$ cat src/rtl/lifo_fifo_buffer.sv
// lifo_fifo_buffer: WIDTH x DEPTH buffer, runtime LIFO (stack) or FIFO (queue).
// Registered read data, occupancy status, sticky overflow/underflow flags.
//
// Ports:
//   clk          rising-edge clock
//   reset        asynchronous active-high reset
//   mode         requested mode (0 = LIFO, 1 = FIFO), latched only when idle+empty
//   push/pop     operation requests for this cycle
//   data_in      write data
//   clear_err    clears overflow/underflow on the next edge
//   data_out     registered read data
//   out_valid    one-cycle pulse when data_out was updated by a pop
//   count        occupancy 0..DEPTH
//   full/empty   count == DEPTH / count == 0
//   active_mode  mode currently in effect
//   overflow     sticky: push rejected while full
//   underflow    sticky: pop rejected while empty
module lifo_fifo_buffer #(
    parameter int WIDTH = 8,
    parameter int DEPTH = 16,
    localparam int AW = $clog2(DEPTH)
) (
    input  logic             clk,
    input  logic             reset,
    input  logic             mode,
    input  logic             push,
    input  logic             pop,
    input  logic [WIDTH-1:0] data_in,
    input  logic             clear_err,
    output logic [WIDTH-1:0] data_out,
    output logic             out_valid,
    output logic [AW:0]      count,
    output logic             full,
    output logic             empty,
    output logic             active_mode,
    output logic             overflow,
    output logic             underflow
);

    localparam logic [AW:0] FULL_CNT = (AW+1)'(DEPTH);

    logic [WIDTH-1:0] r_mem [DEPTH];
    logic [AW-1:0]    r_wr_ptr;
    logic [AW-1:0]    r_rd_ptr;
    logic [AW:0]      r_count;
    logic [WIDTH-1:0] r_data_out;
    logic             r_out_valid;
    logic             r_mode;
    logic             r_overflow;
    logic             r_underflow;

    logic             w_empty;
    logic             w_full;
    logic             w_pop_ok;
    logic             w_push_ok;
    logic             w_push_err;
    logic             w_pop_err;
    logic             w_mode_ld;
    logic [AW-1:0]    w_top;
    logic [AW-1:0]    w_wr_addr;
    logic [AW-1:0]    w_rd_addr;
    logic [AW:0]      w_cnt_nxt;

    assign w_empty = (r_count == '0);
    assign w_full  = (r_count == FULL_CNT);

    // A simultaneous successful pop frees a slot, so push is legal when full.
    assign w_pop_ok   = pop && !w_empty;
    assign w_push_ok  = push && (!w_full || w_pop_ok);
    assign w_push_err = push && !w_push_ok;
    assign w_pop_err  = pop && w_empty;
    assign w_mode_ld  = w_empty && !push && !pop;

    // Top-of-stack index; at count == DEPTH the low bits wrap to DEPTH-1.
    assign w_top = r_count[AW-1:0] - AW'(1);

    always_comb begin
        w_wr_addr = r_wr_ptr;
        w_rd_addr = r_rd_ptr;
        if (!r_mode) begin
            // Push+pop in LIFO replaces the old top in place.
            w_wr_addr = w_pop_ok ? w_top : r_count[AW-1:0];
            w_rd_addr = w_top;
        end
    end

    assign w_cnt_nxt = r_count + (AW+1)'(w_push_ok) - (AW+1)'(w_pop_ok);

    always_ff @(posedge clk) begin
        if (!reset && w_push_ok) begin
            r_mem[w_wr_addr] <= data_in;
        end
    end

    always_ff @(posedge clk or posedge reset) begin
        if (reset) begin
            r_wr_ptr    <= '0;
            r_rd_ptr    <= '0;
            r_count     <= '0;
            r_data_out  <= '0;
            r_out_valid <= 1'b0;
            r_mode      <= 1'b0;
            r_overflow  <= 1'b0;
            r_underflow <= 1'b0;
        end else begin
            r_count     <= w_cnt_nxt;
            r_out_valid <= w_pop_ok;
            r_overflow  <= w_push_err || (r_overflow && !clear_err);
            r_underflow <= w_pop_err || (r_underflow && !clear_err);
            if (w_pop_ok) begin
                r_data_out <= r_mem[w_rd_addr];
            end
            if (w_mode_ld) begin
                r_mode   <= mode;
                r_wr_ptr <= '0;
                r_rd_ptr <= '0;
            end else if (r_mode) begin
                if (w_push_ok) begin
                    r_wr_ptr <= r_wr_ptr + AW'(1);
                end
                if (w_pop_ok) begin
                    r_rd_ptr <= r_rd_ptr + AW'(1);
                end
            end
        end
    end

    assign data_out    = r_data_out;
    assign out_valid   = r_out_valid;
    assign count       = r_count;
    assign full        = w_full;
    assign empty       = w_empty;
    assign active_mode = r_mode;
    assign overflow    = r_overflow;
    assign underflow   = r_underflow;

endmodule

$ cat config.mk
export PLATFORM = sky130hd
export DESIGN_NAME = lifo_fifo_buffer
export DESIGN_NICKNAME = d
export VERILOG_FILES = /design/src/rtl/lifo_fifo_buffer.sv
export SDC_FILE = /design/constraint.sdc
export NUM_CORES = 1
export LEC_CHECK = 0
export CORE_UTILIZATION = 55
export CTS_BUF_LIST = sky130_fd_sc_hd__clkbuf_2 sky130_fd_sc_hd__clkbuf_4 sky130_fd_sc_hd__clkbuf_8
export CTS_CLUSTER_SIZE = 25
export DETAILED_ROUTE_END_ITERATION = 8
export DONT_BUFFER_PORTS = 1
export PLACE_DENSITY = 0.7
export SKIP_CTS_REPAIR_TIMING = 1
export SLEW_MARGIN = 15
export SYNTH_ARGS = -nofsm -noshare
export SYNTH_HDL_FRONTEND = slang
export SYNTH_SLANG_ARGS = --single-unit
export TNS_END_PERCENT = 20
$ cat constraint.sdc
create_clock -name clk -period 3.5 [get_ports clk]
set_input_delay 0.525 -clock clk [delete_from_list [all_inputs] [get_ports clk]]
set_output_delay 0.525 -clock clk [all_outputs]
set_load 0.05 [all_outputs]
# --- Word level (Yosys, flattened, before mapping) ---
# Memory sizes are Yosys's and may differ from the RTL's. A register that Yosys moved wholly into a read port is not among the register bits.
# Cells that the tools add are included.
word_totals:
  register_bits: 17
  mem_bits_rw: 128
  in_bits: 14
  output_inout_bits: 19
  elab_cells: 50
  n_memories: 1
classes:
  add_sub_neg: 5
  n_eq_ne: 1
  muxes: 11
  reduce_logical: 25
mem_list:
  columns: ["name", "words", "word_bits", "read_ports", "rd_clocked_by_memory_dff", "write_ports", "line", "source"]
  rows:
  - ["r_mem", 16, 8, 1, 1, 1, "42", "logic [WIDTH-1:0] r_mem [DEPTH];"]
op_table:
  columns: ["cell", "count"]
  rows:
  - ["4-bit two-way mux", 9]
  - ["1-bit logical AND", 9]
  - ["4-bit by 1-bit adder with 4-bit output, second input constant", 2]
  - ["1-bit logical NOT", 7]
  - ["2-bit nonzero test", 3]
  - ["5-bit by 1-bit adder with 5-bit output", 1]
  - ["5-bit == test, second input constant", 1]
  - ["5-bit logical NOT", 1]
  - ["5-bit by 1-bit subtractor with 5-bit output", 1]
  - ["2-bit AND reduction", 2]
  - ["4-bit by 1-bit subtractor with 4-bit output, second input constant", 1]
  - ["1-bit logical OR", 3]
  - ["1-bit two-way mux", 2]

# --- Depth between registers and ports, before layout ---
logic_depth:
  ltp_word: 8
  ltp_mapped: 12
  mapped_depth_nobuf: 12

# --- Worst setup path after synthesis ---
# OpenSTA, ideal clock, no wires.
synth_path:
  path_kind: "reg-to-reg"
  startpoint: "register r_count[0], in the netlist count[0]"
  endpoint: "memory r_mem[0][0] (enable)"
  setup_ns: 0.370
  arrival_time_ns: 2.515
  setup_slack_ns: 0.614
  stages_incl_launch_ff: 10
  period_less_slack_ns: 2.886
  cell_sequence: "dfrtp_1 inv_2 ha_1 nand3b_4 inv_2 o21ai_0 a31o_2 nor3b_1 nand2_1 nor2_1"
synth_between:
  elab_chain_cells: 8
synth_rtl:
  columns: ["element", "line", "source"]
  rows:
  - ["start, declared", "45", "logic [AW:0] r_count;"]
  - ["start signal, assigned", "106", "r_count <= w_cnt_nxt;"]
  - ["5-bit logical NOT *", "64", "assign w_empty = (r_count == '0);"]
  - ["net empty", "34", "output logic empty,"]
  - ["1-bit logical NOT *", "68", "assign w_pop_ok = pop && !w_empty;"]
  - ["1-bit logical AND *", "68", null]
  - ["1-bit logical OR", "69", "assign w_push_ok = push && (!w_full || w_pop_ok);"]
  - ["1-bit logical AND", "69", null]
  - ["1-bit logical AND", "90", "if (!reset && w_push_ok) begin"]
  - ["1-bit two-way mux", "90", null]
  - ["1-bit two-way mux (implied by the code)", "91", "r_mem[w_wr_addr] <= data_in;"]
  - ["end, declared", "42", null]
# The timed path passes the listed nets; every way through them passes the cells marked *.

# --- Worst setup path after layout ---
layout_path:
  startpoint: "register r_count[0], in the netlist count[0]"
  endpoint: "memory r_mem[7][1] (enable)"
# Same word-level chain as after synthesis.

==> reports/results.tsv <==
metric	value	unit
final cycle utilization of the critical path	88.1	%
result of the run	complete, no violations	
startpoint class of the critical path	flop	
clock network power share	17.8	%
syn avg cell area	11.9	um^2
Longest Clk Path Bufs	2	
floorplan die area	13100	um^2
total DRC errors in the routed layout	0	
core area	12200	um^2
class of the most critical setup path	flop to flop	
crit path DAT	3180	ps
core utilization of the finished layout	61.7	%
antenna cell count	0	
Internal Dissipation	3950	uW
post-synth cell types	52	
peak per-stage delay on the critical path	610	ps
power density over cell area	988	nW/um^2
share of Yosys cell area claimed by the top area cell type	55.3	%
slew of the pin with the lowest slew margin	1120	ps
share of synthesized flip-flops with an asynchronous set or reset	16.3	%
setup repair after global routing missed its margin	no	
Switching Share	46.7	%
register clock-pin slew on the reported worst setup and hold paths	100	ps
mean number of vias per cell	6.18	
Detail Placement HPWL	11300	um
pins over their slew limit	0	
total congestion overflow	0	
combinational cell fraction of total power	47.7	%
number of clock sinks	153	
area of combinational cells with multiple inputs	2250	um^2
port bufs	0	
worst-path maximum fanout	11	
final net count	612	
sequential share of the synthesized area	64.3	%
register area	4470	um^2
clock tree from TritonCTS	yes	
root cell of the clock tree	sky130_fd_sc_hd__clkbuf_8	
total global routing track utilization	27.6	%
Worst Clk Skew	16.2	ps
via count of the first global-routing pass	4671	
most area-hungry cell type in the Yosys netlist	sky130_fd_sc_hd__edfxtp_1	
number of violations of the max-capacitance limit	0	
initial antenna violation count	0	
Detailed Route WL	16800	um
Top Family by Delay on Critical Path	simple AND/OR/NAND/NOR gates	
area growth from synthesis to final layout	7.86	%
Initial DRT Pass Iterations	6	
switching component of the power	3460	uW
peak clock frequency supported by timing	324	MHz
leakage	0.00256	uW
critical path required time	3600	ps
minimum setup slack after placement	485	ps
Total Negative Setup Slacks	0	ps
Critical Path End Type	flop	
post-synthesis sequential element count	153	
Setup WS post-layout	416	ps
die span in y	114	um
total of endpoints with negative setup slack in the final report	0	
fill cell total of the finished layout	942	
ys flop type	sky130_fd_sc_hd__edfxtp_1	
gate count after technology mapping	584	
Vias	4742	
worst slew margin relative to its limit	25.2	%
number of buffers and inverters on the critical path	2	
combined area of all synthesized cells	6950	um^2
number of nets still failing antenna checks after routing	0	
worst hold path type	input pin to flop	
final weighted congestion in routability-driven placement	0.885	
cell chain of the critical path	inv_2, ha_1, nand3b_4, inv_2, o21ai_0, a31o_2, nor3_1, nand2b_1, nor2_1	
H-tree levels	4	
biggest area contributors in the synthesized netlist	sky130_fd_sc_hd__edfxtp_1 55%, sky130_fd_sc_hd__dfrtp_1 9.0%, sky130_fd_sc_hd__nor2_1 5.1%, sky130_fd_sc_hd__a21oi_1 2.9%, sky130_fd_sc_hd__nand2_1 2.2%	
ratio of cells with drive above 1 in the final layout	12.0	%
initial standard-cell utilization of the core	57.2	%
pin count of the biggest net entering global routing	38	
sequential share of power	34.6	%
CTS buffer count	17	
EDFF count, synth	128	
number of ports placed on the die boundary	33	
clock latency reported for the late side of the worst-skew pair	470	ps
hold violation total from the final report	0	
net count after synthesis	610	
Synth Warn #	0	
Critical Path Most Common Cell	sky130_fd_sc_hd__inv_2	
Std-Cell Rows	40	
Final min period	3080	ps
cell at the slowest stage of the critical path	sky130_fd_sc_hd__nor2_1	
global-route wire length before repair	25700	um
worst ir drop on vdd	0.000417	V
Chip Width	114	um
number of DRC markers after the initial detailed-route iteration	585	
routed length per instance	21.9	um
cells in the mapped netlist, types with 2 or more instances:
cell                       instances
sky130_fd_sc_hd__inv_1            10
sky130_fd_sc_hd__ha_1             11
sky130_fd_sc_hd__or2_1             2
sky130_fd_sc_hd__nand3_1          30
sky130_fd_sc_hd__o221ai_1          9
sky130_fd_sc_hd__nand2_1          40
sky130_fd_sc_hd__buf_2            14
sky130_fd_sc_hd__dfrtp_1          25
sky130_fd_sc_hd__nand2b_1          3
sky130_fd_sc_hd__a22oi_1           7
sky130_fd_sc_hd__nor2b_1          10
sky130_fd_sc_hd__mux2i_1           2
sky130_fd_sc_hd__o211ai_1         17
sky130_fd_sc_hd__nor3_4            2
sky130_fd_sc_hd__xor2_1            4
sky130_fd_sc_hd__buf_6             4
sky130_fd_sc_hd__nor3_1            3
sky130_fd_sc_hd__nor2_1           94
sky130_fd_sc_hd__inv_2             5
sky130_fd_sc_hd__o21ai_1          13
sky130_fd_sc_hd__xnor2_1          10
sky130_fd_sc_hd__nand4_1           9
sky130_fd_sc_hd__or3_1             8
sky130_fd_sc_hd__nor3_2            7
sky130_fd_sc_hd__buf_4             4
sky130_fd_sc_hd__a21oi_1          40
sky130_fd_sc_hd__a21oi_2           2
sky130_fd_sc_hd__o21a_1            2
sky130_fd_sc_hd__edfxtp_1        128
sky130_fd_sc_hd__a31oi_1           7
sky130_fd_sc_hd__clkbuf_1          9
sky130_fd_sc_hd__o22ai_1           7
sky130_fd_sc_hd__o21ai_0          27
power groups by stage:
| stage | clock network (uW) | logic, uW | registers [uW] |
|---|---|---|---|
| 2_1_floorplan | 0 | 2510 | 2690 |
| 3_3_place_gp | 0 | 3390 | 2600 |
| 3_5_place_dp | 0 | 3470 | 2600 |
| 4_1_cts | 1330 | 3480 | 2560 |
| 5_1_grt | 1400 | 3810 | 2590 |
| 6_report | 1320 | 3530 | 2560 |
per-stage QoR:
| step | power [uW] | hold slack [ps] | instances | area, um^2 |
|---|---|---|---|---|
| after global routing | 7810 | 114 | 767 | 7500 |
| after CTS | 7380 | 127 | 767 | 7500 |
| after global placement | 5990 | 532 | 735 | 7110 |
| final | 7410 | 148 | 767 | 7500 |
| after detailed placement | 6070 | 545 | 735 | 7110 |
| after floorplan | 5200 | 505 | 584 | 6950 |
per-layer routing:
metal,up-vias,share of wire (%),global-route usage [%]
li1,2156,-,-
met1,2303,42,36.2
met2,247,47,42.5
met3,36,8.9,9.00
met4,0,2.8,11.4
met5,-,0,0
logic make-up (layout without fill, tap and decap cells):
family	after synthesis	in the layout	synth area share [%]
XOR/XNOR	14	14	1.76
buffers and inverters	47	62	3.44
flip-flops	153	153	64.3
AND/OR/NAND/NOR	214	214	14.8
multiplexers	3	3	0.504
AO/OA/AOI/OAI	141	141	13.0
adder cells (fa/ha/maj)	12	12	2.27
flip-flops by register name, summed over array words and instances, names as in the netlist:
register / cells
active_mode: 1
count: 5
data_out: 8
out_valid: 1
overflow: 1
r_mem: 128
r_rd_ptr: 4
r_wr_ptr: 4
underflow: 1
path summary, 6_finish.rpt:
kind	end	depth (start not counted)	slack, ps	startpoint
setup / recovery	r_mem[7][1]	9	420	count[0]
hold / removal	r_mem[4][1]	0	150	data_in[1]
setup reg to reg	r_mem[7][1]	9	420	count[0]
hold reg to reg	r_wr_ptr[3]	2	570	r_wr_ptr[3]
max in group asynchronous	data_out[1]	1	2730	reset
min in group asynchronous	data_out[2]	1	160	reset
final cells by class:
class | instances | share of cell area (%)
clock inverter | 15 | 2.05
clock buffer | 17 | 3.12
tap | 168 | 2.80
multi-input combinational | 384 | 30.0
sequential | 153 | 59.6
timing repair buffer | 15 | 1.67
inverter | 15 | 0.751
layout by cell type (no fill, tap or decap), types with 3 or more instances in the layout:
cell	n
sky130_fd_sc_hd__inv_1	10
sky130_fd_sc_hd__a31oi_1	7
sky130_fd_sc_hd__a21oi_1	40
sky130_fd_sc_hd__or3_1	8
sky130_fd_sc_hd__clkinv_4	3
sky130_fd_sc_hd__nand4_1	9
sky130_fd_sc_hd__clkbuf_8	17
sky130_fd_sc_hd__o221ai_1	9
sky130_fd_sc_hd__o21ai_0	27
sky130_fd_sc_hd__inv_2	5
sky130_fd_sc_hd__nor2_1	93
sky130_fd_sc_hd__ha_1	11
sky130_fd_sc_hd__o211ai_1	17
sky130_fd_sc_hd__o21ai_1	12
sky130_fd_sc_hd__buf_4	14
sky130_fd_sc_hd__nor3_2	7
sky130_fd_sc_hd__o22ai_1	7
sky130_fd_sc_hd__nor3_1	3
sky130_fd_sc_hd__xor2_1	4
sky130_fd_sc_hd__inv_8	3
sky130_fd_sc_hd__nand2b_1	3
sky130_fd_sc_hd__a22oi_1	7
sky130_fd_sc_hd__xnor2_1	10
sky130_fd_sc_hd__nand2_1	40
sky130_fd_sc_hd__inv_6	6
sky130_fd_sc_hd__nor2b_1	10
sky130_fd_sc_hd__dfrtp_1	25
sky130_fd_sc_hd__nand3_1	30
sky130_fd_sc_hd__edfxtp_1	128
(Power assumes the default switching activity.)
